## src/rtl/led_pwm_driver.sv

```systemverilog
// N-channel LED driver: per-channel off/steady/blink/breathe PWM with duty and mode
// double-buffered to the PWM period boundary, plus a trap override and selectable polarity.
module led_pwm_driver #(
  parameter int CHANNELS      = 5,
  parameter int PWM_BITS      = 8,
  parameter int PRESCALE      = 188,
  parameter int BLINK_PERIODS = 250,
  parameter int ACTIVE_LOW    = 1
) (
  input  logic                                              clk_i,
  input  logic                                              rst_ni,
  input  logic                                              cfg_we_i,
  input  logic [((CHANNELS > 1) ? $clog2(CHANNELS) : 1)-1:0] cfg_ch_i,
  input  logic [1:0]                                        cfg_mode_i,
  input  logic [PWM_BITS-1:0]                               cfg_duty_i,
  input  logic                                              trap_i,
  output logic [CHANNELS-1:0]                               led_o
);

  localparam int CH_W = (CHANNELS > 1) ? $clog2(CHANNELS) : 1;
  localparam int PS_W = (PRESCALE > 1) ? $clog2(PRESCALE) : 1;
  localparam int BL_W = (BLINK_PERIODS > 1) ? $clog2(BLINK_PERIODS) : 1;
  localparam logic [PWM_BITS-1:0] PWM_MAX = '1;
  localparam logic POL = (ACTIVE_LOW != 0);

  localparam logic [1:0] MODE_OFF    = 2'b00;
  localparam logic [1:0] MODE_STEADY = 2'b01;
  localparam logic [1:0] MODE_BLINK  = 2'b10;
  localparam logic [1:0] MODE_BREATH = 2'b11;

  logic [PS_W-1:0]     presc_q, presc_d;
  logic [PWM_BITS-1:0] pwm_q, pwm_d;
  logic [BL_W-1:0]     blink_cnt_q, blink_cnt_d;
  logic                blink_phase_q, blink_phase_d;
  logic [PWM_BITS-1:0] ramp_q, ramp_d;
  logic                ramp_down_q, ramp_down_d;
  logic                tick, period_end;

  logic [1:0]          sh_mode_q  [CHANNELS];
  logic [1:0]          sh_mode_d  [CHANNELS];
  logic [PWM_BITS-1:0] sh_duty_q  [CHANNELS];
  logic [PWM_BITS-1:0] sh_duty_d  [CHANNELS];
  logic [1:0]          act_mode_q [CHANNELS];
  logic [1:0]          act_mode_d [CHANNELS];
  logic [PWM_BITS-1:0] act_duty_q [CHANNELS];
  logic [PWM_BITS-1:0] act_duty_d [CHANNELS];

  logic [CHANNELS-1:0] wr_hit;
  logic [CHANNELS-1:0] lit;
  logic [CHANNELS-1:0] led_q, led_d;

  function automatic logic [PWM_BITS-1:0] min_u(input logic [PWM_BITS-1:0] a,
                                               input logic [PWM_BITS-1:0] b);
    return (a < b) ? a : b;
  endfunction

  always_comb begin
    tick          = (presc_q == PS_W'(PRESCALE - 1));
    period_end    = tick && (pwm_q == PWM_MAX);
    presc_d       = tick ? '0 : presc_q + 1'b1;
    pwm_d         = tick ? pwm_q + 1'b1 : pwm_q;
    blink_cnt_d   = blink_cnt_q;
    blink_phase_d = blink_phase_q;
    ramp_d        = ramp_q;
    ramp_down_d   = ramp_down_q;
    if (period_end) begin
      if (blink_cnt_q == BL_W'(BLINK_PERIODS - 1)) begin
        blink_cnt_d   = '0;
        blink_phase_d = ~blink_phase_q;
      end else begin
        blink_cnt_d = blink_cnt_q + 1'b1;
      end
      // Direction flips on the step that lands on an endpoint, so no endpoint repeats.
      if (!ramp_down_q) begin
        ramp_d = ramp_q + 1'b1;
        if (ramp_q == PWM_MAX - 1'b1) ramp_down_d = 1'b1;
      end else begin
        ramp_d = ramp_q - 1'b1;
        if (ramp_q == PWM_BITS'(1)) ramp_down_d = 1'b0;
      end
    end
  end

  // Active registers load from the shadow's next value, so a write on period_end lands directly.
  always_comb begin
    for (int i = 0; i < CHANNELS; i++) begin
      wr_hit[i]     = cfg_we_i && (cfg_ch_i == CH_W'(i));
      sh_mode_d[i]  = wr_hit[i] ? cfg_mode_i : sh_mode_q[i];
      sh_duty_d[i]  = wr_hit[i] ? cfg_duty_i : sh_duty_q[i];
      act_mode_d[i] = period_end ? sh_mode_d[i] : act_mode_q[i];
      act_duty_d[i] = period_end ? sh_duty_d[i] : act_duty_q[i];
    end
  end

  always_comb begin
    for (int i = 0; i < CHANNELS; i++) begin
      lit[i] = 1'b0;
      case (act_mode_q[i])
        MODE_OFF:    lit[i] = 1'b0;
        MODE_STEADY: lit[i] = (pwm_q < act_duty_q[i]);
        MODE_BLINK:  lit[i] = blink_phase_q && (pwm_q < act_duty_q[i]);
        MODE_BREATH: lit[i] = (pwm_q < min_u(ramp_q, act_duty_q[i]));
        default:     lit[i] = 1'b0;
      endcase
    end
    led_d = (trap_i ? {CHANNELS{blink_phase_q}} : lit) ^ {CHANNELS{POL}};
  end

  always_ff @(posedge clk_i or negedge rst_ni) begin
    if (!rst_ni) begin
      presc_q       <= '0;
      pwm_q         <= '0;
      blink_cnt_q   <= '0;
      blink_phase_q <= 1'b0;
      ramp_q        <= '0;
      ramp_down_q   <= 1'b0;
      led_q         <= {CHANNELS{POL}};
      for (int i = 0; i < CHANNELS; i++) begin
        sh_mode_q[i]  <= '0;
        sh_duty_q[i]  <= '0;
        act_mode_q[i] <= '0;
        act_duty_q[i] <= '0;
      end
    end else begin
      presc_q       <= presc_d;
      pwm_q         <= pwm_d;
      blink_cnt_q   <= blink_cnt_d;
      blink_phase_q <= blink_phase_d;
      ramp_q        <= ramp_d;
      ramp_down_q   <= ramp_down_d;
      led_q         <= led_d;
      for (int i = 0; i < CHANNELS; i++) begin
        sh_mode_q[i]  <= sh_mode_d[i];
        sh_duty_q[i]  <= sh_duty_d[i];
        act_mode_q[i] <= act_mode_d[i];
        act_duty_q[i] <= act_duty_d[i];
      end
    end
  end

  assign led_o = led_q;

endmodule
```

## config.mk

```make
export PLATFORM = sky130hd
export DESIGN_NAME = led_pwm_driver
export DESIGN_NICKNAME = d
export VERILOG_FILES = /design/src/rtl/led_pwm_driver.sv
export SDC_FILE = /design/constraint.sdc
export NUM_CORES = 1
export LEC_CHECK = 0
export ABC_CLOCK_PERIOD_IN_PS = 4000
export CORE_ASPECT_RATIO = 1.5
export CORE_MARGIN = 3
export CORE_UTILIZATION = 30
export DETAILED_ROUTE_END_ITERATION = 6
export PLACE_DENSITY = 0.46
export SLEW_MARGIN = 10
export SYNTH_ARGS = -nofsm -noshare
export SYNTH_HDL_FRONTEND = slang
export SYNTH_SLANG_ARGS = --single-unit
export TNS_END_PERCENT = 20
```

## constraint.sdc

```tcl
create_clock -name clk_i -period 4 [get_ports clk_i]
set_clock_uncertainty 0.15 [all_clocks]
set_input_delay 0.4 -clock clk_i [delete_from_list [all_inputs] [get_ports clk_i]]
set_output_delay 0.4 -clock clk_i [all_outputs]
set_load 0.01 [all_outputs]
```

Yosys cells after proc, flatten, opt, wreduce, memory -nomap -nowiden --
Cells that the tools add are included.
Storage, ports and cells: logic and storage cells 118, bits in registers 139
Operators by class: equality and inequality tests 24, $add $sub $neg 5, reductions and logical operators 18, muxes and demuxes 27, order comparisons 15, bitwise operators 2
Operator list (number):
- $lt A8 B8 Y1 | 15
- $mux W8 | 13
- $add A8 B1 Y8 const B | 4
- $eq A8 B8 Y1 const B | 4
- $eq A2 B2 Y1 const B | 10
- $pmux W1 S4 | 5
- $logic_and A1 B1 Y1 | 11
- $eq A2 B1 Y1 const B | 5
- $logic_not A2 Y1 | 5
- $mux W2 | 5
- $eq A8 B1 Y1 const B | 1
- $sub A8 B1 Y8 const B | 1
- $eq A3 B2 Y1 const B | 2
- $mux W5 | 1
- $not A5 Y5 | 1
- $eq A3 B1 Y1 const B | 1
- $eq A3 B3 Y1 const B | 1
- $logic_not A3 Y1 | 1
- $mux W1 | 3
- $reduce_and A2 Y1 | 1
- $not A1 Y1 | 1

Logic depth before layout (Yosys ltp) --
Gate-level depths: netlist of run 1.
depth after elaboration 6, mapped depth 15

Worst setup path before layout of run 1 --
Ideal clock, no wire load.
path kind flip-flop to flip-flop, from register ramp_q[1], to register led_q[0], in the netlist led_o[0], path slack 0.822 ns, library setup time 0.082 ns, required time 3.768 ns, data arrival time 2.947 ns, stages on the path, launching flop included 15, cells stage by stage dfrtp_1 -> ha_1 -> o21ai_0 -> a21oi_1 -> o31ai_1 -> nor2b_1 -> clkbuf_1 -> mux2i_1 -> ha_1 -> nand3_1 -> nor2_1 -> a2111oi_0 -> o311ai_0 -> a21oi_1 -> nor3_1
On the way: cells in the longest elaborated chain, start to end 6
Ends and longest elaborated chain:
- from (decl) | line 35 | logic [PWM_BITS-1:0] ramp_q, ramp_d;
- from (signal assigned) | line 129 | ramp_q <= ramp_d;
- $lt A8 B8 Y1 | line 54 | return (a < b) ? a : b;
- $mux W8 (*) | line 54
- $lt A8 B8 Y1 (*) | line 102 | MODE_BREATH: lit[i] = (pwm_q < min_u(ramp_q, act_duty_q[i]));
- $pmux W1 S4 (*) | line 98 | case (act_mode_q[i])
- $mux W5 (*) | line 106 | led_d = (trap_i ? {CHANNELS{blink_phase_q}} : lit) ^ {CHANNELS{POL}};
- $not A5 Y5 (no source line) (*)
- net led_d[0] | line 50 | logic [CHANNELS-1:0] led_q, led_d;
- to (signal assigned) | line 117 | led_q <= {CHANNELS{POL}};
- to (signal assigned) | line 131 | led_q <= led_d;
- to (decl) | line 50
Mark *: on every way through the listed nets, which the timed path passes. The rest lies on a longest branch. A chain may end at the register's enable or synchronous reset.

Worst setup path after layout of run 1 --
from register ramp_q[1], to register led_q[4], in the netlist led_o[4]
The elaborated chain is that of the path after synthesis.

==> out/metrics.yaml, run 1 <==
stdcell_count: 1270
cts_buffers: 17
worst-path-buf-inv: 1
die_x_um: 144
end_kind: "flop"
layout-drive-gt1-share_pct: 14.0
finalCritPeriodShare_pct: 92.4
critical_path.startpoint_type: "flop"
dp_slack_ps: 222
p_clk_share_pct: 49.3
internal_power_mw: 2.68
synth_edf_count: 0
gp_congestion: 0.788
reg2reg_from: "ramp_q[1]"
worstPathRequired_ps: 4210
p_comb_share_pct: 6.6
clk_pin_slew_worst_paths_ps: 60
clock_path_buffers: 2
r2r_cells: 14
synth_cells: 876
cts_tree: "yes"
synth_top_area_share_pct: 39.2
synth_nets: 1006
drt_wl_total_um: 24100
port_buffers: 21
final_cell_mix: "134 x dfrtp_1, 122 x nand2_1, 113 x ha_1, 83 x o21ai_0, 52 x mux2_2"
critPathTopFamily: "compound AO/OA/AOI/OAI gates"
hp-class: "reg2reg"
dr_total_vias: 6406
syn_area_per_cell_um2: 9.75
viasPerCell: 5.04
rows: 75
synth_area_um2: 8540
ys_ff_latch: 139
yosys-top-cells-area: "dfrtp_1 39%, ha_1 17%, mux2_2 6.9%"
final_common_cell: "dfrtp_1"
reg2reg_to: "led_o[4]"
dp_hpwl_um: 17600
setup_tns_ps: 0
gr-total-overflow: 0
wl_per_cell_um: 19.0
crit_path_top_delay_cell: "dfrtp_1"
outcome: "finished clean"
p_switching_uw: 817
first_pass_iters: 4
start_util_pct: 30.5
yosysUniqueCellTypes: 51
setup_viol: 0
placed_cells: 1237
cts-root-buf: "clkbuf_16"
crit_fanout: 6
fp.coreArea_um2: 28100
sw_frac_of_total_pct: 23.4
synth_top_area_cell: "dfrtp_1"
dr.first_iter.drc_count: 243
grt_max_degree: 105
cp_cell_sequence: "ha_1 > o21ai_0 > a21oi_1 > o31ai_1 > nor2b_2 > buf_4 > mux2i_1 > ha_1 > nand2_1 > nand4_1 > a2111oi_0 > nand2_1 > a211oi_1 > nor3_1"
r2r_setup_slack_ps: 300
grt_pass1_wl_um: 38300
leakage_nw: 4.96
clock.fmax_mhz: 271
cp.depth: 14
max_cap_violations: 0
yosysWarnings: 0
post-route-min-period_ps: 3700
endpoint: "led_o[4]"
final_util_pct: 35.4
cts_setup_buffers: 0
clock_sinks: 139
synthFlopType: "dfrtp_1"
crit_type: "reg2reg"
grt_util_all_layers_pct: 16.6
p_total_mw: 3.49
area_growth_pct: 16.3
ys_seq_area_share_pct: 40.8
worst_pin_slew_ps: 941
seqPwrFrac_pct: 44.0
synthArstFlopShare_pct: 100
pin_count: 22
maxSlewHeadroom_pct: 37.1
die_h_um: 213
cp_slowest_stage_delay_ps: 490
grt_pass1_vias: 6623
clk_latency_ps: 450
antenna_cells: 0
cp-startpoint: "ramp_q[1]"
grt_setup_unrepaired: "false"
die_area_um2: 30600
setup_slack_ps: 304
finalHoldViolCount: 0
drc: 0
powerDensity_nw_per_um2: 352
antenna_found_initial: 0
finalMaxSlewViolations: 0
h-tree-depth: 4
cp.arrival_ps: 3900
ant_nets: 0
vdd_ir_drop_max_v: 0.000227
fill_cells: 2870
fin_nets: 1041
[metrics by stage]
stage / hold slack, ps / area (um2)
final: 337 / 9940
after detailed placement: 326 / 9290
after floorplan: -45.6 / 8540
after CTS: 341 / 9930
after global routing: 360 / 9940
after global placement: 315 / 9290
[sequential cells by signal, indices dropped and copies added (netlist names), 5 cells and up]
signal	cells
presc_q	8
act_duty_q	40
blink_cnt_q	8
pwm_q	8
sh_mode_q	10
led_o	5
sh_duty_q	40
ramp_q	8
act_mode_q	10
[worst min path at each step]
stage,from,to,slack [ps],cells past startpoint
final,blink_cnt_q[7],blink_cnt_q[7],340,1
after global routing,sh_duty_q[10],sh_duty_q[10],360,1
after CTS,blink_cnt_q[7],blink_cnt_q[7],340,1
after detailed placement,blink_cnt_q[7],blink_cnt_q[7],330,1
after global placement,blink_cnt_q[7],blink_cnt_q[7],320,1
after floorplan,rst_ni,act_duty_q[0],-50,0
[worst reg2reg max path, stage by stage, from the launching register on]
cell and delay (ps):
dfrtp_1 490, ha_1 330, o21ai_0 140, a21oi_1 70, o31ai_1 310, nor2b_2 330, buf_4 220, mux2i_1 200
ha_1 260, nand2_1 80, nand4_1 130, a2111oi_0 460, nand2_1 100, a211oi_1 230, nor3_1 120
[what timing repair did]
action / 4_1_cts / 5_1_grt
setup endpoints to repair: 0 / 2
resized for setup: 0 / 2
hold endpoints to repair: 78 / 0
hold buffers: 1 / 0
[final cells by class]
type | count | area (um2) | share of cell area (%)
inverter | 46 | 173 | 1.74
clock inverter | 15 | 209 | 2.10
sequential | 139 | 3480 | 35.1
clock buffer | 17 | 425 | 4.28
timing repair buffer | 50 | 469 | 4.72
multi-input combinational | 657 | 4740 | 47.7
tap | 346 | 433 | 4.36
[cell usage after synthesis (2+ instances only)]
master and count:
nand2_1 122, mux2_2 52, a211oi_1 7, dfstp_2 5, nor3b_1 3, buf_2 8, or4_1 2, mux2i_1 30
nor2_1 48, nand4_1 14, a31oi_1 8, xor2_1 10, o311ai_0 3, a21o_1 7, a21oi_1 49, clkbuf_8 2
inv_1 46, dfrtp_1 134, nand3_1 29, o21ai_0 83, nor3_1 12, o31ai_1 3, xnor2_1 12, and3_1 5
clkbuf_1 23, nor4b_1 2, nor2b_1 10, nor2_2 2, a2111oi_0 5, ha_1 113, nand2b_1 7
[power groups by stage]
stage / Sequential, mW / Combinational (mW) / Clock (mW)
final: 1.54 / 0.232 / 1.72
after global routing: 1.55 / 0.258 / 1.83
after floorplan: 1.56 / 0.140 / 0
after CTS: 1.54 / 0.239 / 1.77
after detailed placement: 1.57 / 0.238 / 0
after global placement: 1.56 / 0.232 / 0
[logic make-up (layout without fill, tap and decap cells)]
logic type      count (synthesis)  after routing  share of synthesized area (%)
mux                            83             83                           10.5
fa+ha+maj                     113            113                           16.5
xor+xnor                       22             22                           2.26
compound gates                174            174                           11.7
simple gates                  265            265                           14.3
buf+inv                        80            128                           3.87
flops                         139            139                           40.8
[layer usage]
metal | track usage, % | routed length, um
met5 | 0 | 0
met4 | 6.56 | 605
met3 | 1.86 | 347
met2 | 29.5 | 12500
met1 | 20.6 | 10700
No activity file was read; power rests on OpenSTA's default activity.
==> inputs of run 2 (changes only) <==
- CTS_CLUSTER_DIAMETER: unset -> 100
==> results of run 2 <==
Same layout as run 1: the final DEF is identical, and so are final timing and power.
==> inputs of run 3 (changes only) <==
- ABC_CLOCK_PERIOD_IN_PS: 4000 -> 3100
- PLACE_DENSITY: 0.46 -> 0.47
- clock period: 4 -> 3.1 ns (I/O delays scaled with it)
==> out/metrics.yaml, run 3 (same netlist as run 1, synthesis figures left out) <==
grt_setup_unrepaired: "true"  # was false
crit_type: "reg2reg"  # unchanged
cts_tree: "yes"  # unchanged
stdcell_area_um2: 11100  # was 9940 um2
clk_latency_ps: 440  # was 450 ps
first_pass_iters: 4  # unchanged
fp.coreArea_um2: 28100  # unchanged
dr_total_vias: 6890  # was 6,406
ant_nets: 0  # unchanged
postPlaceCellArea_um2: 9890  # was 9290 um2
antenna_found_initial: 0  # unchanged
viasPerCell: 5.02  # was 5.04
whs_ps: 263  # was 337 ps
worst_pin_slew_ps: 733  # was 941 ps
setup_slack_ps: -33.5  # was 304 ps
port_buffers: 21  # unchanged
violations: "setup timing"
crit_top_cell: "buf_6"
gp_congestion: 0.841  # was 0.788
vdd_ir_drop_max_v: 0.000315  # was 0.000227 V
clk_pin_slew_worst_paths_ps: 60  # about the same
dp_slack_ps: -514  # was 222 ps
rows: 75  # unchanged
gr-total-overflow: 0  # unchanged
finalHoldViolCount: 0  # unchanged
final_common_cell: "dfrtp_1"  # unchanged
die_x_um: 144  # unchanged
antenna_cells: 0  # unchanged
grt_max_degree: 62  # was 105
maxSlewHeadroom_pct: 51.0  # was 37.1%
final_util_pct: 39.6  # was 35.4%
cts-root-buf: "clkbuf_16"  # unchanged
drt_wl_total_um: 25600  # was 24,100 um
critPathTopFamily: "compound AO/OA/AOI/OAI gates"  # unchanged
end_kind: "flop"  # unchanged
worstPathRequired_ps: 3310  # was 4210 ps
post-route-min-period_ps: 3130  # was 3700 ps
fin_nets: 1143  # was 1,041
finalMaxSlewViolations: 0  # unchanged
layout-drive-gt1-share_pct: 27.9  # was 14.0%
max_cap_violations: 0  # unchanged
outcome: "finished, violations left"  # was finished clean
h-tree-depth: 4  # unchanged
powerDensity_nw_per_um2: 389  # was 352 nW/um2
pin_count: 22  # unchanged
cp.arrival_ps: 3350  # was 3900 ps
start_util_pct: 30.5  # unchanged
critical_path.startpoint_type: "flop"  # unchanged
die_area_um2: 30600  # unchanged
worst-path-buf-inv: 3  # was 1
cts_buffers: 17  # unchanged
wl_per_cell_um: 18.7  # was 19.0 um
grt_util_all_layers_pct: 17.3  # was 16.6%
clock_path_buffers: 2  # unchanged
dp_hpwl_um: 18800  # was 17,600 um
cp_cell_sequence: "buf_6 > buf_6 > ha_1 > nor3b_2 > o21ai_2 > a21oi_4 > buf_6 > nor2_1 > a21oi_1 > ha_1 > a21oi_2 > nand2_2 > a2111oi_4 > nand3_1 > a21oi_1 > nor3_1"  # was ha_1 > o21ai_0 > a21oi_1 > o31ai_1 > nor2b_2 > buf_4 > mux2i_1 > ha_1 > nand2_1 > nand4_1 > a2111oi_0 > nand2_1 > a211oi_1 > nor3_1
p_total_mw: 4.32  # was 3.49 mW
final_cell_mix: "134 x dfrtp_1, 119 x nand2_1, 107 x buf_4, 101 x ha_1, 69 x o21ai_0"  # was 134 x dfrtp_1, 122 x nand2_1, 113 x ha_1, 83 x o21ai_0, 52 x mux2_2
die_h_um: 213  # unchanged
finalCritPeriodShare_pct: 101  # was 92.4%
hp-class: "in2async"  # was reg2reg
clock.fmax_mhz: 319  # was 271 MHz
drc: 0  # unchanged
placed_cells: 1314  # was 1,237
grt_pass1_wl_um: 39900  # was 38,300 um
leakage_nw: 5.50  # was 4.96 nW
setup_viol: 3  # was 0
cp_slowest_stage_delay_ps: 380  # was 490 ps
largest_registers: "act_duty_q: 40 flops, sh_duty_q: 40 flops"  # unchanged
grt_pass1_vias: 7121  # was 6,623
area_growth_pct: 30.0  # was 16.3%
setup_tns_ps: -57.7  # was 0 ps
stdcell_count: 1372  # was 1,270
crit_fanout: 10  # was 6
dr.first_iter.drc_count: 322  # was 243
crit_path_top_delay_cell: "dfrtp_1"  # unchanged
clock_sinks: 139  # unchanged
[run 3: changes by cell type in the layout (fill, tap and decap cells not counted), moves of 7 or more]
cell / change
ha_4: +11
o21ai_1: +8
o21ai_0: -14
buf_4: +82
a21oi_1: -8
ha_1: -12
buf_6: +15
a21oi_2: +7
[run 3: power breakdown]
part / leakage (nW) / total [mW] / internal (mW) / switching [mW]
registers: 1.55 / 1.99 / 1.96 / 0.0308
logic: 3.68 / 0.311 / 0.149 / 0.162
clock network: 0.268 / 2.03 / 1.18 / 0.845
[run 3: worst paths after layout]
| path | from | endpoint | slack [ps] | depth (start not counted) |
|---|---|---|---|---|
| max in group asynchronous | rst_ni | led_o[2] | 1790 | 3 |
| min in group clk_i | presc_q[6] | presc_q[6] | 340 | 1 |
| worst max-delay path | ramp_q[1] | led_o[1] | -30 | 16 |
| worst max register to register | ramp_q[1] | led_o[1] | -30 | 16 |
| worst min-delay path | rst_ni | act_duty_q[28] | 260 | 2 |
| worst min register to register | presc_q[6] | presc_q[6] | 340 | 1 |
[run 3: timing repair]
item	CTS	global route
hold buffers	1	0
setup endpoints to repair	5	5
hold endpoints to repair	57	0
gates resized for setup	47	58
gates cloned	1	1
buffers inserted	9	14
pin swaps	22	40
[run 3: area by class of cell]
type                       count  area, um2
clock buffer                  18        429
inverter                      46        173
fill                        2743      16900
sequential                   139       3480
tap                          346        433
clock inverter                14        148
timing repair buffer         152       1320
multi-input combinational    657       5130
[run 3: routing by layer]
metal / share of wire (%) / global-route usage (%) / vias up
met5: 0 / 0 / -
met3: 2.3 / 2.31 / 37
met2: 52 / 31.1 / 91
met4: 2.6 / 6.60 / 0
met1: 43 / 20.9 / 3385
li1: - / - / 3377
